[src/rtl/multiplication.sv]
// Sequential shift-add multiplier: unsigned Q10.10 multiplicand times a small unsigned integer,
// one multiplier bit per cycle. Define MULT_ROUND_EN to round the product half-up to an integer.
module multiplication #(
  parameter int WIDTH_A = 20,
  parameter int WIDTH_B = 3,
  parameter int FRAC    = 10
) (
  input  logic                       clk,
  input  logic                       rst_n,
  input  logic                       in_valid,
  input  logic [WIDTH_A-1:0]         in_data_1,
  input  logic [WIDTH_B-1:0]         in_data_2,
  output logic                       out_valid,
  output logic [WIDTH_A+WIDTH_B-1:0] out_data
);

  localparam int WIDTH_P = WIDTH_A + WIDTH_B;
  localparam int IDX_W   = (WIDTH_B > 1) ? $clog2(WIDTH_B) : 1;
  localparam logic [IDX_W-1:0] LAST_IDX = IDX_W'(WIDTH_B - 1);

  typedef enum logic [1:0] {
    IDLE,
    LOAD,
    MULT,
    DONE
  } state_t;

  state_t               state_q;
  logic [WIDTH_P-1:0]   a_q;        // multiplicand, shifted left once per MULT cycle
  logic [WIDTH_B-1:0]   b_q;        // multiplier, shifted right once per MULT cycle
  logic [IDX_W-1:0]     idx_q;
  logic [WIDTH_P-1:0]   acc_q;
  logic                 out_valid_q;
  logic [WIDTH_P-1:0]   out_data_q;

  logic [WIDTH_P-1:0]   acc_d;
  logic                 last_bit_d;
  logic [WIDTH_P-1:0]   result_d;

  // Partial sum for the current bit; the step is the last once no higher multiplier bits remain.
  always_comb begin
    acc_d      = acc_q + (b_q[0] ? a_q : '0);
    last_bit_d = ((b_q >> 1) == '0) || (idx_q == LAST_IDX);
  end

`ifdef MULT_ROUND_EN
  localparam logic [WIDTH_P:0]   HALF      = (WIDTH_P + 1)'(1) << (FRAC - 1);
  localparam logic [WIDTH_P-1:0] INT_MASK  = {{(WIDTH_P - FRAC){1'b1}}, {FRAC{1'b0}}};

  logic [WIDTH_P:0] rounded_d;

  always_comb begin
    rounded_d = {1'b0, acc_d} + HALF;
    result_d  = rounded_d[WIDTH_P] ? '1 : (rounded_d[WIDTH_P-1:0] & INT_MASK);
  end
`else
  always_comb begin
    result_d = acc_d;
  end
`endif

  // NOTE: async reset clears every register, including the datapath, so an aborted
  // operation can never leak a partial product; all state updates are non-blocking.
  always_ff @(posedge clk or negedge rst_n) begin
    if (!rst_n) begin
      state_q     <= IDLE;
      a_q         <= '0;
      b_q         <= '0;
      idx_q       <= '0;
      acc_q       <= '0;
      out_valid_q <= 1'b0;
      out_data_q  <= '0;
    end else begin
      case (state_q)
        IDLE: begin
          out_valid_q <= 1'b0;
          if (in_valid) begin
            a_q     <= {{WIDTH_B{1'b0}}, in_data_1};
            b_q     <= in_data_2;
            state_q <= LOAD;
          end
        end

        LOAD: begin
          acc_q <= '0;
          idx_q <= '0;
          if (in_valid) begin
            a_q <= {{WIDTH_B{1'b0}}, in_data_1};
            b_q <= in_data_2;
          end else begin
            state_q <= MULT;
          end
        end

        MULT: begin
          acc_q <= acc_d;
          a_q   <= a_q << 1;
          b_q   <= b_q >> 1;
          idx_q <= idx_q + 1'b1;
          if (last_bit_d) begin
            out_data_q  <= result_d;
            out_valid_q <= 1'b1;
            state_q     <= DONE;
          end
        end

        DONE: begin
          out_valid_q <= 1'b0;
          if (in_valid) begin
            a_q     <= {{WIDTH_B{1'b0}}, in_data_1};
            b_q     <= in_data_2;
            state_q <= LOAD;
          end else begin
            state_q <= IDLE;
          end
        end

        default: state_q <= IDLE;
      endcase
    end
  end

  assign out_valid = out_valid_q;
  assign out_data  = out_data_q;

endmodule

[config.mk]
export PLATFORM = sky130hd
export DESIGN_NAME = multiplication
export DESIGN_NICKNAME = d
export VERILOG_FILES = /design/src/rtl/multiplication.sv
export SDC_FILE = /design/constraint.sdc
export NUM_CORES = 1
export LEC_CHECK = 0
export ABC_AREA = 1
export CORE_MARGIN = 1
export CORE_UTILIZATION = 52
export DETAILED_ROUTE_END_ITERATION = 8
export PLACE_DENSITY = 0.77
export REMOVE_ABC_BUFFERS = 1
export SKIP_LAST_GASP = 1
export SLEW_MARGIN = 15
export SYNTH_ARGS = -nofsm -noshare
export SYNTH_HDL_FRONTEND = slang
export SYNTH_SLANG_ARGS = --single-unit
export TNS_END_PERCENT = 50
[constraint.sdc]
create_clock -name clk -period 2.2 [get_ports clk]
set_clock_uncertainty 0.15 [all_clocks]
set_input_delay 0.44 -clock clk [delete_from_list [all_inputs] [get_ports clk]]
set_output_delay 0.44 -clock clk [all_outputs]
set_load 0.005 [all_outputs]
---- Word-level counts from Yosys, hierarchy flattened ----
Index checks and enable logic that the tools add are counted.
cells by class
  $add $sub $neg .......................... 2
  equal/unequal tests ..................... 8
  mux-type cells .......................... 14
  reduce and logical (&&, ||, !) cells .... 10
operators by type and width
  operator                                                                  count
  23-bit one-hot mux with 2 select lines                                    2
  23-bit two-way mux                                                        2
  23-bit adder                                                              1
  2-bit one-hot mux with 4 select lines                                     1
  2-bit == test (second input constant)                                     3
  2-bit two-way mux                                                         3
  2-bit inequality test (second input constant)                             3
  3-bit one-hot mux with 2 select lines                                     1
  2-bit one-hot mux with 2 select lines                                     1
  2-bit AND reduction                                                       2
  2-bit nonzero test                                                        2
  3-bit zero test                                                           1
  3-bit two-way mux                                                         1
  3-bit AND reduction                                                       1
  3-bit OR reduction                                                        1
  2-bit by 1-bit adder with 2-bit output (second input constant)            1
  2-bit by 1-bit == test with 1-bit output (second input constant)          1
  2-bit zero test                                                           1
  1-bit two-way mux                                                         2
  2-bit by 1-bit inequality test with 1-bit output (second input constant)  1
  1-bit one-hot mux with 2 select lines                                     1
  2-bit OR reduction                                                        1
  1-bit logical OR                                                          1
storage, ports and cells
  register bits after elaboration ......... 77
  bits of input ports ..................... 26
  output and inout port bits .............. 24
  logic and storage cells ................. 41

---- Depth between registers and ports, before layout ----
  depth after elaboration ................. 4
  depth in mapped cells ................... 16
  depth with buffers taken out ............ 15

---- Worst setup path after synthesis ----
No wires, ideal clock.
  kind .................................... register -> register
  from .................................... register b_q[0]
  to ...................................... register out_data_q[16], in the netlist out_data[16]
  setup time .............................. 117 ps
  arrival time ............................ 2,069 ps
  required time ........................... 1,933 ps
  path slack .............................. -136 ps
  cell stages (with the launch flop) ...... 17
  buffers on the path ..................... 1
  clock period less this slack ............ 2,336 ps
  cells stage by stage .................... dfrtp_1 -> clkbuf_1 -> nand2_1 -> inv_1 -> ha_1 -> inv_1 -> fa_1 -> inv_1 -> nand3_1 -> nand3_1 -> nand2_1 -> nand2_2 -> nand2_1 -> nand2_1 -> nand2_1 -> nand3_1 -> nand2_1
between the ends
  word-level cells in the longest chain between the ends .. 2
RTL lines
  what                    line  source
  start, declared         30    logic [WIDTH_B-1:0] b_q;
  start signal, assigned  79    b_q <= in_data_2;
  start signal, assigned  89    b_q <= in_data_2;
  start signal, assigned  98    b_q <= b_q >> 1;
  23-bit two-way mux      42    acc_d = acc_q + (b_q[0] ? a_q : '0);
  23-bit adder            42
  end signal, assigned    101   out_data_q <= result_d;
  end, declared           34    logic [WIDTH_P-1:0] out_data_q;
No other way between the ends.
A chain may end at the register's enable or synchronous reset.

---- Final worst setup path ----
  from .................................... register b_q[0]
  to ...................................... register acc_q[18]
between the ends
  word-level cells in the longest chain between the ends .. 3
RTL lines
  what                                    line  source
  23-bit two-way mux                      42
  23-bit adder                            42
  23-bit one-hot mux with 2 select lines  74    case (state_q)
  end signal, assigned                    70    acc_q <= '0;
  end signal, assigned                    85    acc_q <= '0;
  end signal, assigned                    96    acc_q <= acc_d;
  end, declared                           32    logic [WIDTH_P-1:0] acc_q;
No other way between the ends.

==> flow_summary_export.csv <==
group,metric,value,unit
placement,gp_congestion,0.922,
setup_path,critPathCaptureType,"flop",
timing,fin_crit_sh,1.01,
global_route,globalRouteTotalUtil,0.274,
setup_path,cp_max_fo,17,
layout,multiInputGateArea,2810,sq um
logic_synthesis,synthSimpleGateAreaFrac,0.315,
drt,ant_nets,0,
status,violations,"setup timing",
logic_synthesis,synth-seq-area-share,0.394,
drt,dr.pass1.iters,5,
clocking,cts_tree,"done",
timing,fmax,0.451,GHz
clocking,clk_pin_slew,0.09,ns
timing,rsz0062_at_grt,"true",
floorplan,initial_core_util,0.532,
logic_synthesis,ys.flop_type,"dfrtp_1",
layout,final_nets,837,
floorplan,die-height,99.0,um
global_route,grt_first_pass_wirelength,20900,um
timing,tightest_slew,0.553,ns
logic_synthesis,synth_top_cell_by_area,"dfrtp_1",
floorplan,rows,35,
drt,wirelength,12800,um
placement,dpl-instance-area,5780,sq um
setup_path,critPathTopFamily,"simple AND/OR/NAND/NOR gates",
power_and_ir_drop,powerDensity,1230,nW/um^2
placement,portBuffers,49,
power_and_ir_drop,p_leak,3.39,nW
job,cap_violations,0,
clocking,ctsRootBufferMaster,"clkbuf_8",
logic_synthesis,synth_xor_area_frac,0.0143,
setup_path,slowest_delay,0.48,ns
clocking,cts_inserted_buffers,9,
layout,fillCellCount,776,
layout,design_area,6420,sq um
drt,drt_iter0_drc,192,
logic_synthesis,yosysMostFrequentCell,"nand2_1",
timing,setup_viol,1,
global_route,antenna_found_initial,0,
clocking,ctsHtreeMaxLevel,3,
logic_synthesis,avgSynthCellArea,7.06,sq um
setup_path,path_cells,"buf_12 -> nand2_1 -> inv_1 -> ha_4 -> nand2_2 -> nor2_4 -> nand3_1 -> nand3_2 -> nand2_2 -> nand2_1 -> nand2_1 -> nand3_1 -> nand2_1",
drt,vias,4638,
drt,route.detailed.drc,0,
logic_synthesis,synthTopCellsByArea,"dfrtp_1, nand2_1, inv_1",
setup_path,path_buf_inv,2,
logic_synthesis,yosys_warnings,0,
power_and_ir_drop,finalPower,7.93,mW
placement,place_inst,876,
timing,setup_slack,-0.0157,ns
setup_path,arrival,2.31,ns
layout,antenna_cells,0,
floorplan,pin_count,50,
status,outcome,"finished with violations",
layout,drive_above_1_share,0.190,
global_route,overflow,0,
timing,fin_crit,2.22,ns
placement,hpwl,9440,um
layout,seq_area,1930,sq um
timing,hold_viol,0,
layout,synthToLayoutAreaGrowth,31.2,%
logic_synthesis,synth_mux_area_frac,0.00204,
drt,viasPerCell,5.17,
logic_synthesis,synth_fa_ha_area_frac,0.0782,
logic_synthesis,ys_seq_elements,77,
logic_synthesis,synth-compound-area-share,0.0864,
global_route,grt_max_degree,49,
layout,final_cells,897,
floorplan,coreArea,9200,sq um
timing,whs,0.331,ns
logic_synthesis,async_flop_share,1.00,
logic_synthesis,synth_area,4900,sq um
placement,post-place-ws,-0.181,ns
floorplan,die_area,9810,sq um
setup_path,crit_required,2.30,ns
logic_synthesis,synth_top_family_by_area,"simple AND/OR/NAND/NOR gates",
min_path,hold_path_class,"flop to flop",
setup_path,crit_top_cell,"nand2_1",
logic_synthesis,synth_top_area_share,0.394,
power_and_ir_drop,ir_drop,0.000942,V
clocking,clk_latency,0.35,ns
timing,slew_viol_final,0,
clocking,clock_path_buffers,2,
floorplan,die_w,99.0,um
layout,final_util,0.699,
global_route,grt_pass1_vias,4473,
setup_path,worstSetupPathType,"flop to flop",
timing,finalSetupTns,-0.0157,ns
timing,max_slew_margin,0.631,
logic_synthesis,synth-edff-count,0,
logic_synthesis,synthTopCellsByCount,"nand2_1, inv_1, dfrtp_1",
drt,drt-wirelength-per-cell,14.2,um
logic_synthesis,synth_cells,693,
logic_synthesis,ys_types,33,
clocking,cts_num_sinks,77,
setup_path,start_kind,"flop",
setup_path,critPathSlowestCell,"dfrtp_2",
[worst reg2reg max path: cells and delay by family (launching register included)]
family | cells | cell delay (ns)
adder cells (fa/ha/maj) | 1 | 0.30
buffers and inverters | 2 | 0.25
flip-flops | 1 | 0.48
AND/OR/NAND/NOR | 10 | 0.95
[registers in the layout, indices dropped and copies added (netlist names)]
register   flops
a_q           23
acc_q         23
b_q            3
idx_q          2
out_data      23
out_valid      1
state_q        2
[per-layer routing]
layer  vias to the layer above  track usage  part of all wire
met1                      2141        0.359              0.46
met5                         -            0                 0
met3                        31       0.0433             0.041
met2                       114        0.459              0.47
met4                         0       0.0987             0.027
li1                       2352            -                 -
[worst paths after layout]
kind | from | endpoint | slack (ns) | cells after the start
max | b_q[0]$_DFFE_PN0P_ | acc_q[18]$_DFFE_PN0P_ | -0.02 | 13
min | out_data[15]$_DFFE_PN0P_ | out_data[15]$_DFFE_PN0P_ | 0.33 | 2
max reg2reg | b_q[0]$_DFFE_PN0P_ | acc_q[18]$_DFFE_PN0P_ | -0.02 | 13
min reg2reg | out_data[15]$_DFFE_PN0P_ | out_data[15]$_DFFE_PN0P_ | 0.33 | 2
max in group asynchronous | rst_n | b_q[0]$_DFFE_PN0P_ | 0.90 | 3
min in group asynchronous | rst_n | acc_q[14]$_DFFE_PN0P_ | 0.41 | 2
[layout make-up]
| class | instances | share of cell area |
|---|---|---|
| well taps | 111 | 0.0216 |
| multi-input cells | 474 | 0.437 |
| inverters | 124 | 0.0724 |
| clock inverters | 6 | 0.0146 |
| repair buffers | 95 | 0.134 |
| flip-flops and latches | 77 | 0.300 |
| clock buffers | 10 | 0.0199 |
[cell usage in the layout, fill, tap and decap left out, types with 7 or more instances in the layout]
| cell | count |
|---|---|
| o21ai_0 | 14 |
| nand3_2 | 7 |
| clkbuf_8 | 9 |
| inv_2 | 10 |
| o221ai_1 | 14 |
| nand3_1 | 59 |
| a21oi_1 | 9 |
| o22ai_1 | 7 |
| nand3b_1 | 7 |
| nor2_1 | 16 |
| buf_4 | 44 |
| ha_4 | 17 |
| o21ai_1 | 10 |
| dfrtp_1 | 76 |
| clkdlybuf4s50_1 | 48 |
| ha_1 | 11 |
| nor2_2 | 11 |
| inv_1 | 113 |
| nand2_1 | 228 |
| nand2_2 | 26 |
[report_power, final]
group	internal, mW	total, mW	leakage [nW]	switching [mW]
combinational	1.90	4.27	2.27	2.37
sequential	1.98	2.45	1.01	0.462
clock	0.650	1.21	0.107	0.564
total	4.53	7.93	3.39	3.40
[timing repair]
item | CTS | global route
buffers inserted | 1 | 3
endpoints found under the hold margin | 29 | 0
resized for setup | 30 | 49
hold buffers | 1 | 0
endpoints found under the setup margin | 28 | 36
pin swaps | 6 | 6
[cell families after synthesis]
logic type | count (synthesis)
XOR/XNOR | 8
multiplexers | 1
flip-flops | 77
buffers and inverters | 142
AND/OR/NAND/NOR | 368
AO/OA/AOI/OAI | 67
adder cells (fa/ha/maj) | 30
Power figures use the tool's default switching activity.
